`src/rtl/instruction_fetch_pkg.sv`:
```
// Shared types and constants for the RV32I instruction fetch stage.
package instruction_fetch_pkg;

  localparam logic [31:0] RV32I_NOP = 32'h0000_0013;

  typedef enum logic [1:0] {
    FETCH   = 2'd0,
    WAIT    = 2'd1,
    DISCARD = 2'd2
  } if_state_t;

endpackage

```
`src/rtl/instruction_fetch_skid_buffer.sv`:
```
// One-entry {addr, inst} holding register that catches a response while decode is stalled.
module if_skid_buffer (
  input  logic        clk,
  input  logic        i_rst,
  input  logic        i_load,
  input  logic        i_unload,
  input  logic        i_clear,
  input  logic [31:0] i_addr,
  input  logic [31:0] i_inst,
  output logic        o_full,
  output logic [31:0] o_addr,
  output logic [31:0] o_inst
);

  logic        r_full;
  logic [31:0] r_addr;
  logic [31:0] r_inst;

  // A load in the same cycle as an unload refills the entry.
  always_ff @(posedge clk) begin
    if (i_rst || i_clear) begin
      r_full <= 1'b0;
    end else if (i_load) begin
      r_full <= 1'b1;
    end else if (i_unload) begin
      r_full <= 1'b0;
    end else begin
      r_full <= r_full;
    end
  end

  always_ff @(posedge clk) begin
    if (i_rst) begin
      r_addr <= 32'h0000_0000;
      r_inst <= 32'h0000_0000;
    end else if (i_load) begin
      r_addr <= i_addr;
      r_inst <= i_inst;
    end else begin
      r_addr <= r_addr;
      r_inst <= r_inst;
    end
  end

  assign o_full = r_full;
  assign o_addr = r_addr;
  assign o_inst = r_inst;

endmodule

```
`src/rtl/instruction_fetch.sv`:
```
// RV32I fetch stage: PC, single-outstanding instruction bus master, skid buffer and IF_ID register.
module instruction_fetch
  import instruction_fetch_pkg::*;
#(
  parameter logic [31:0] RESET_VECTOR = 32'h0000_0000,
  parameter logic [31:0] NOP_INST     = RV32I_NOP
) (
  input  logic        clk,
  input  logic        rst_sync,
  output logic        ibus_req,
  output logic [31:0] ibus_addr,
  input  logic        ibus_gnt,
  input  logic        ibus_rvalid,
  input  logic [31:0] ibus_rdata,
  input  logic        jump_en,
  input  logic [31:0] jump_addr,
  input  logic        trap_en,
  input  logic [31:0] trap_addr,
  input  logic        stall_if,
  input  logic        flush_if,
  output logic [31:0] instruction_addr_if_id,
  output logic [31:0] instruction_if_id,
  output logic        inst_valid_if_id
);

  if_state_t   r_state;
  logic [31:0] r_pc;
  logic [31:0] r_resp_pc;
  logic [31:0] r_if_addr;
  logic [31:0] r_if_inst;
  logic        r_if_valid;

  logic        w_redirect;
  logic [31:0] w_target;
  logic        w_resp;
  logic        w_skid_load;
  logic        w_skid_unload;
  logic        w_skid_clear;
  logic        w_skid_empty_next;
  logic        w_skid_full;
  logic [31:0] w_skid_addr;
  logic [31:0] w_skid_inst;
  logic        w_req;
  logic        w_take;
  logic        w_outstanding_next;

  // Redirect decode, skid routing and the combinational request (rvalid->req path).
  always_comb begin
    w_redirect    = trap_en || jump_en;
    w_target      = trap_en ? trap_addr : jump_addr;
    w_resp        = (r_state == WAIT) && ibus_rvalid;
    w_skid_clear  = w_redirect || flush_if;
    w_skid_load   = 1'b0;
    w_skid_unload = 1'b0;
    if (w_skid_clear) begin
      w_skid_load   = 1'b0;
      w_skid_unload = 1'b0;
    end else if (stall_if) begin
      w_skid_load   = w_resp && !w_skid_full;
      w_skid_unload = 1'b0;
    end else begin
      w_skid_unload = w_skid_full;
      w_skid_load   = w_resp && w_skid_full;
    end
    w_skid_empty_next = w_skid_clear ||
                        !(w_skid_load || (w_skid_full && !w_skid_unload));
    case (r_state)
      FETCH:   w_req = !w_skid_full;
      WAIT:    w_req = ibus_rvalid && w_skid_empty_next;
      default: w_req = 1'b0;
    endcase
    ibus_req = w_req && !rst_sync;
    w_take   = ibus_req && ibus_gnt;
    // A gnt during a redirect still leaves a response in flight that must be dropped.
    w_outstanding_next = ((r_state != FETCH) && !ibus_rvalid) || w_take;
  end

  assign ibus_addr = r_pc & 32'hFFFF_FFFC;

  // PC, response PC and fetch state machine.
  always_ff @(posedge clk) begin
    if (rst_sync) begin
      r_pc      <= RESET_VECTOR;
      r_resp_pc <= RESET_VECTOR;
      r_state   <= FETCH;
    end else if (w_redirect) begin
      r_pc      <= w_target & 32'hFFFF_FFFC;
      r_resp_pc <= r_resp_pc;
      r_state   <= w_outstanding_next ? DISCARD : FETCH;
    end else begin
      if (w_take) begin
        r_pc      <= r_pc + 32'd4;
        r_resp_pc <= r_pc;
      end else begin
        r_pc      <= r_pc;
        r_resp_pc <= r_resp_pc;
      end
      case (r_state)
        FETCH:   r_state <= w_take ? WAIT : FETCH;
        WAIT:    r_state <= ibus_rvalid ? (w_take ? WAIT : FETCH) : WAIT;
        DISCARD: r_state <= ibus_rvalid ? FETCH : DISCARD;
        default: r_state <= FETCH;
      endcase
    end
  end

  // IF_ID register: the skid entry is older than any response, so it drains first.
  always_ff @(posedge clk) begin
    if (rst_sync) begin
      r_if_addr  <= RESET_VECTOR;
      r_if_inst  <= NOP_INST;
      r_if_valid <= 1'b0;
    end else if (w_redirect || flush_if) begin
      r_if_addr  <= r_if_addr;
      r_if_inst  <= NOP_INST;
      r_if_valid <= 1'b0;
    end else if (stall_if) begin
      r_if_addr  <= r_if_addr;
      r_if_inst  <= r_if_inst;
      r_if_valid <= r_if_valid;
    end else if (w_skid_full) begin
      r_if_addr  <= w_skid_addr;
      r_if_inst  <= w_skid_inst;
      r_if_valid <= 1'b1;
    end else if (w_resp) begin
      r_if_addr  <= r_resp_pc;
      r_if_inst  <= ibus_rdata;
      r_if_valid <= 1'b1;
    end else begin
      r_if_addr  <= r_if_addr;
      r_if_inst  <= NOP_INST;
      r_if_valid <= 1'b0;
    end
  end

  if_skid_buffer u_skid (
    .clk      (clk),
    .i_rst    (rst_sync),
    .i_load   (w_skid_load),
    .i_unload (w_skid_unload),
    .i_clear  (w_skid_clear),
    .i_addr   (r_resp_pc),
    .i_inst   (ibus_rdata),
    .o_full   (w_skid_full),
    .o_addr   (w_skid_addr),
    .o_inst   (w_skid_inst)
  );

  assign instruction_addr_if_id = r_if_addr;
  assign instruction_if_id      = r_if_inst;
  assign inst_valid_if_id       = r_if_valid;

endmodule

```
`config.mk`:
```
export PLATFORM = sky130hd
export DESIGN_NAME = instruction_fetch
export DESIGN_NICKNAME = d
export VERILOG_FILES = /design/src/rtl/instruction_fetch_pkg.sv /design/src/rtl/instruction_fetch_skid_buffer.sv /design/src/rtl/instruction_fetch.sv
export SDC_FILE = /design/constraint.sdc
export NUM_CORES = 1
export LEC_CHECK = 0
export CELL_PAD_IN_SITES_DETAIL_PLACEMENT = 1
export CELL_PAD_IN_SITES_GLOBAL_PLACEMENT = 1
export CORE_MARGIN = 1.5
export CORE_UTILIZATION = 33
export CTS_CLUSTER_SIZE = 20
export DETAILED_ROUTE_END_ITERATION = 6
export HOLD_SLACK_MARGIN = 0.1
export PLACE_DENSITY = 0.86
export REMOVE_ABC_BUFFERS = 1
export SLEW_MARGIN = 10
export SYNTH_ARGS = -nofsm -noshare
export SYNTH_HDL_FRONTEND = slang
export SYNTH_HIERARCHICAL = 1
export SYNTH_SLANG_ARGS = --single-unit
```
`constraint.sdc`:
```
create_clock -name clk -period 2.6 [get_ports clk]
set_input_delay 0.78 -clock clk [delete_from_list [all_inputs] [get_ports clk]]
set_output_delay 0.78 -clock clk [all_outputs]
set_load 0.02 [all_outputs]
```
==> results of run 1 <==
## cell families (layout without fill, tap and decap cells)
family | after synthesis | count (layout) | share of synthesized area (%)
multiplexers | 96 | 96 | 11.67
buffers and inverters | 80 | 307 | 4.735
adder cells (fa/ha/maj) | 2 | 2 | 0.3035
XOR/XNOR | 18 | 18 | 1.912
other | 1 | 4 | 0.04549
flip-flops | 192 | 192 | 46.62
AO/OA/AOI/OAI | 206 | 206 | 17.36
AND/OR/NAND/NOR | 314 | 314 | 17.35
## critical path, cell delays in order
cell             delay (ps)
clkdlybuf4s15_1         260
or3_1                   370
o211a_1                 250
buf_6                   140
## registers in the layout, summed over array words and instances, names as in the netlist
signal                  flops
u_skid/o_inst              32
inst_valid_if_id            1
r_resp_pc                  30
r_pc                       30
u_skid/o_addr              32
r_state                     2
u_skid/o_full               1
instruction_addr_if_id     32
instruction_if_id          32
## stage by stage
step	std cells	util (%)	hold WS, ps
floorplan	840	-	442.3
global placement	1430	44.97	456.2
detailed placement	1430	44.97	465.4
CTS	1463	47.33	475.3
global route	1463	47.33	487.5
finish	1463	47.33	475.2
## cell type report
cell class	instances	area (sq um)	area share [%]
Clock inverter	14	121.4	1.051
Timing Repair Buffer	268	2650	22.95
Multi-Input combinational cell	640	4065	35.21
Sequential cell	192	3847	33.33
Clock buffer	17	425.4	3.685
Tap cell	324	405.4	3.511
Inverter	8	30.03	0.2601
## layer usage
| metal | up-vias | global-route usage, % | routed length, um |
|---|---|---|---|
| met2 | 237 | 37.66 | 13700 |
| met3 | 43 | 4.674 | 1484 |
| li1 | 3694 | - | - |
| met4 | 0 | 7.576 | 673 |
| met1 | 3910 | 27.15 | 12290 |
| met5 | - | 0 | 0 |
## where the power goes
part           switching (mW)  internal (mW)  leakage [nW]
combinational           0.361          0.356          2.04
sequential             0.0712           2.99          1.56
clock                    1.25           1.25         0.259
total                    1.69           4.59          3.86
## final timing paths
| check | slack, ps | startpoint | endpoint | cells past startpoint |
|---|---|---|---|---|
| setup / recovery | 30 | jump_en | ibus_req | 4 |
| hold reg to reg | 480 | r_resp_pc[6] | r_resp_pc[6] | 2 |
| setup reg to reg | 250 | u_skid/o_full | r_pc[15] | 11 |
| hold / removal | 480 | r_resp_pc[6] | r_resp_pc[6] | 2 |
## layout by cell type (no fill, tap or decap), drive strengths merged, types with 4 or more instances in the layout
cell | netlist | final
inv | 8 | 15
clkbuf | 51 | 17
nand2 | 83 | 83
o211ai | 5 | 5
nand4 | 10 | 10
xor2 | 5 | 5
a221o | 29 | 29
clkinvlp | 0 | 4
o21ai | 35 | 35
a21oi | 45 | 45
nor3 | 14 | 14
mux2i | 95 | 95
and3 | 7 | 7
clkdlybuf4s50 | 0 | 188
nor4 | 9 | 9
conb | 1 | 4
xnor2 | 13 | 13
o22ai | 18 | 18
a22oi | 6 | 6
nand3 | 17 | 17
a211oi | 46 | 46
buf | 21 | 77
nor2 | 150 | 150
nand2b | 6 | 6
dfxtp | 192 | 192
## what timing repair did
action	in CTS	in global routing
setup endpoints to repair	75	0
endpoints found under the hold margin	0	0
resized for setup	24	0
hold buffers	0	0
setup buffers	2	0
==> results.sh, run 1 <==
export IMPL_grt_pass1_wl_um=44480
export IMPL_route_detailed_vias_per_inst=5.389
export IMPL_grt_remaining_overflow=0
export IMPL_area_growth_syn_to_layout_pct=40.04
export IMPL_setup_repair_after_global_routing_missed_its_margin="false"
export IMPL_power_density_nw_per_um2=544.0
export IMPL_cts_max_path_buffers=2
export IMPL_post_route_cells_drive_above_1_share_pct=11.50
export IMPL_timing_max_transition_violations_final=0
export IMPL_grt_total_usage_pct=21.92
export IMPL_startpoint_type="input port"
export IMPL_clkTransAtPathRegs_ps=70
export IMPL_synthTopCellsByCount="dfxtp_1, nor2_1, mux2i_1"
export IMPL_detailroute_via_count=7884
export IMPL_vdd_ir_drop_worst_mv=0.3141
export IMPL_period_share_pct=98.95
export IMPL_setup_tns_ps=0
export IMPL_placement_cell_area_sq_um=10970
export IMPL_synth_avg_cell_area_sq_um=9.069
export IMPL_place_worst_setup_slack_ps=-950.9
export IMPL_yosys_area_top_type="dfxtp_1"
export IMPL_die_area_sq_um=25940
export IMPL_clock_insertion_delay_worst_skew_ps=440
export IMPL_drc_errors=0
export IMPL_die_h_um=161.1
export IMPL_timing_final_hold_violations=0
export IMPL_io_pin_count=202
export IMPL_skew_final_ps=12.38
export IMPL_dp_hpwl_um=20050
export IMPL_hold_class="register to register"
export IMPL_max_freq_mhz=388.7
export IMPL_final_critical_path_setup_slack_ps=27.36
export IMPL_grt_max_degree=64
export IMPL_tritoncts_num_sinks=192
export IMPL_drt_total_wl_um=28150
export IMPL_synthesized_instance_count=909
export IMPL_worstMarginPinSlew_ps=742.4
export IMPL_yosys_warnings=6
export IMPL_routabilityCongestion=0.8736
export IMPL_drt_pre_antenna_iters=7
export IMPL_drt_antenna_net_count=0
export IMPL_cap_violations=0
export IMPL_netlist_top_cells_area="dfxtp_1, mux2i_1, nor2_1, a211oi_1, nand2_1"
export IMPL_cts_tree="done"
export IMPL_coreArea_sq_um=24390
export IMPL_postSynthRegisterBits=192
export IMPL_timing_setup_critical_path_class="input port to output port"
export IMPL_wl_per_cell_um=19.24
export IMPL_setup_violations_final=0
export IMPL_total_leakage_power_nw=3.858
export IMPL_total_clock_buffers_created_by_cts=17
export IMPL_dr_first_iter_drc_count=448
export IMPL_yosysUniqueCellTypes=65
export IMPL_die_w_um=161.1
export IMPL_timing_max_slew_rel_slack_pct=50.51
export IMPL_place_port_buffers=195
export IMPL_crit_path_max_fanout=3
export IMPL_ctsHtreeMaxLevel=4
export IMPL_final_layout_fill_cell_count=2786
export IMPL_root_buffer="clkbuf_16"
export IMPL_diodes=0
export IMPL_first_global_vias=8166
export IMPL_antenna_found_initial=1
export IMPL_synthDominantCellAreaShare_pct=46.62
export IMPL_critPathRequiredTime_ps=1820
export IMPL_synth_enable_flop_cells=0
export IMPL_netlist_area_sq_um=8244
export IMPL_initial_utilization_pct=33.80
export IMPL_layout_nets=1233
export IMPL_synth_seq_area_share_pct=46.62
export IMPL_p_total_mw=6.280
export IMPL_fin_crit_ps=2573
export IMPL_status="complete, no violations"
export IMPL_arrival_ps=1790
export IMPL_yosys_cell_count_top_type="dfxtp_1"
export IMPL_area_of_all_placed_cells_without_fillers_sq_um=11540
export IMPL_asyncSetResetFlopFracSynth_pct=0
export IMPL_yosys_most_used_dff="dfxtp_1"
export IMPL_worst_setup_path_end_kind="output port"
export IMPL_row_count=57
No activity file was read; power rests on OpenSTA's default activity.
==> run 2: changes to the inputs <==
--- a/config.mk
+++ b/config.mk
@@ -8,11 +8,12 @@
 export CELL_PAD_IN_SITES_DETAIL_PLACEMENT = 1
 export CELL_PAD_IN_SITES_GLOBAL_PLACEMENT = 1
 export CORE_MARGIN = 1.5
-export CORE_UTILIZATION = 33
+export CORE_UTILIZATION = 40
 export CTS_CLUSTER_SIZE = 20
 export DETAILED_ROUTE_END_ITERATION = 6
+export GPL_TIMING_DRIVEN = 0
 export HOLD_SLACK_MARGIN = 0.1
-export PLACE_DENSITY = 0.86
+export PLACE_DENSITY = 0.95
 export REMOVE_ABC_BUFFERS = 1
 export SLEW_MARGIN = 10
 export SYNTH_ARGS = -nofsm -noshare
==> constraint.sdc (replaced) <==
create_clock -name clk -period 3.14 [get_ports clk]
set_input_delay 0.942 -clock clk [delete_from_list [all_inputs] [get_ports clk]]
set_output_delay 0.942 -clock clk [all_outputs]
set_load 0.02 [all_outputs]
==> results.sh, run 2 (same netlist as run 1, synthesis figures left out) <==
export IMPL_status="complete, no violations"
export IMPL_arrival_ps=2090
export IMPL_dr_first_iter_drc_count=391
export IMPL_drt_total_wl_um=28670
export IMPL_timing_setup_critical_path_class="input port to output port"
export IMPL_row_count=52
export IMPL_crit_path_max_fanout=20
export IMPL_period_share_pct=96.49
export IMPL_setup_tns_ps=0
export IMPL_fin_worst_hold_slack_ps=473.9
export IMPL_dp_hpwl_um=18250
export IMPL_timing_max_transition_violations_final=0
export IMPL_worst_setup_path_end_kind="output port"
export IMPL_area_growth_syn_to_layout_pct=36.42
export IMPL_power_density_nw_per_um2=474.4
export IMPL_wl_per_cell_um=21.01
export IMPL_total_leakage_power_nw=3.712
export IMPL_grt_total_usage_pct=26.44
export IMPL_place_worst_setup_slack_ps=-2046
export IMPL_area_of_all_placed_cells_without_fillers_sq_um=11250
export IMPL_post_place_cells=1321
export IMPL_cts_max_path_buffers=2
export IMPL_grt_remaining_overflow=0
export IMPL_most_frequent_cells_in_the_layout="dfxtp_1, clkdlybuf4s50_1, nor2_1, mux2i_1, nand2_1"
export IMPL_initial_utilization_pct=40.74
export IMPL_cts_tree="done"
export IMPL_tritoncts_num_sinks=192
export IMPL_routabilityCongestion=0.8136
export IMPL_final_layout_fill_cell_count=2248
export IMPL_vdd_ir_drop_worst_mv=0.3000
export IMPL_grt_pass1_wl_um=44450
export IMPL_area_sequential_sq_um=3847
export IMPL_first_global_vias=8086
export IMPL_clkTransAtPathRegs_ps=80
export IMPL_cap_violations=0
export IMPL_die_h_um=146.6
export IMPL_final_common_cell="dfxtp_1"
export IMPL_post_route_cells_drive_above_1_share_pct=8.318
export IMPL_detailroute_via_count=7751
export IMPL_critPathRequiredTime_ps=2200
export IMPL_die_w_um=146.6
export IMPL_place_port_buffers=195
export IMPL_die_area_sq_um=21480
export IMPL_number_of_standard_cells_in_the_final_layout_excluding_fillers=1365
export IMPL_drt_pre_antenna_iters=5
export IMPL_drc_errors=0
export IMPL_antenna_found_initial=1
export IMPL_hold_class="register to register"
export IMPL_clock_insertion_delay_worst_skew_ps=440
export IMPL_startpoint_type="input port"
export IMPL_root_buffer="clkbuf_16"
export IMPL_total_clock_buffers_created_by_cts=17
export IMPL_max_freq_mhz=330.1
export IMPL_drt_antenna_net_count=0
export IMPL_ctsHtreeMaxLevel=4
export IMPL_grt_max_degree=98
export IMPL_final_core_util_pct=55.58
export IMPL_fin_crit_ps=3030
export IMPL_io_pin_count=202
export IMPL_multi_input_area_sq_um=4110
export IMPL_skew_final_ps=11.17
export IMPL_route_detailed_vias_per_inst=5.678
export IMPL_p_total_mw=5.336
export IMPL_setup_repair_after_global_routing_missed_its_margin="false"
export IMPL_final_critical_path_setup_slack_ps=110.4
export IMPL_setup_violations_final=0
export IMPL_coreArea_sq_um=20230
export IMPL_placement_cell_area_sq_um=10450
export IMPL_timing_final_hold_violations=0
export IMPL_timing_max_slew_rel_slack_pct=38.45
export IMPL_layout_nets=1187
export IMPL_worstMarginPinSlew_ps=922.2
run 2: cell count changes in the layout (fill, tap and decap cells not counted), sizes merged, moves of 2 or more:
cell / previous run / this run
buf: 77 / 26
bufinv: 0 / 2
clkbuf: 17 / 20
clkdlybuf4s15: 2 / 0
run 2: final cells by class:
cell class	instances	share of cell area [%]
well taps	270	3.004
inverters	8	0.3004
repair buffers	220	20.58
clock buffers	17	3.782
diodes	1	0.02225
multi-input cells	641	36.54
repair inverters	1	0.04450
clock inverters	15	1.513
flip-flops and latches	192	34.21
run 2: worst max-delay path: stages:
cell and delay [ps]:
buf_16 150, clkinvlp_4 140, ha_4 270, nor4_2 190
o2bb2ai_2 90, o211a_1 120, clkbuf_4 170
run 2: worst paths after layout:
kind	depth (start not counted)	start	end	slack, ps
worst min-delay path	2	r_resp_pc[3]	r_resp_pc[3]	470
worst max-delay path	7	stall_if	ibus_req	110
worst min register to register	2	r_resp_pc[3]	r_resp_pc[3]	470
worst max register to register	8	u_skid/o_full	r_pc[6]	350
run 2: metal layers:
layer | vias up | global-route usage, % | wire length [um]
met1 | 3785 | 31.71 | 11740
met2 | 296 | 45.26 | 14130
li1 | 3607 | - | -
met4 | 0 | 11.82 | 983
met5 | - | 0 | 0
met3 | 63 | 5.844 | 1819
run 2: what timing repair did:
action                     in CTS  in global routing
gates resized for setup        25                  6
buffers inserted                6                  1
hold endpoints to repair        0                  0
setup endpoints to repair     186                 40
hold buffers                    0                  0
cloned                          2                  2
pin swaps                       3                  2
run 2: where the power goes:
part           total [mW]  internal (mW)  switching, mW
clock network        2.25           1.20           1.05
logic               0.550          0.269          0.281
registers            2.54           2.47         0.0654
total                5.34           3.94           1.39
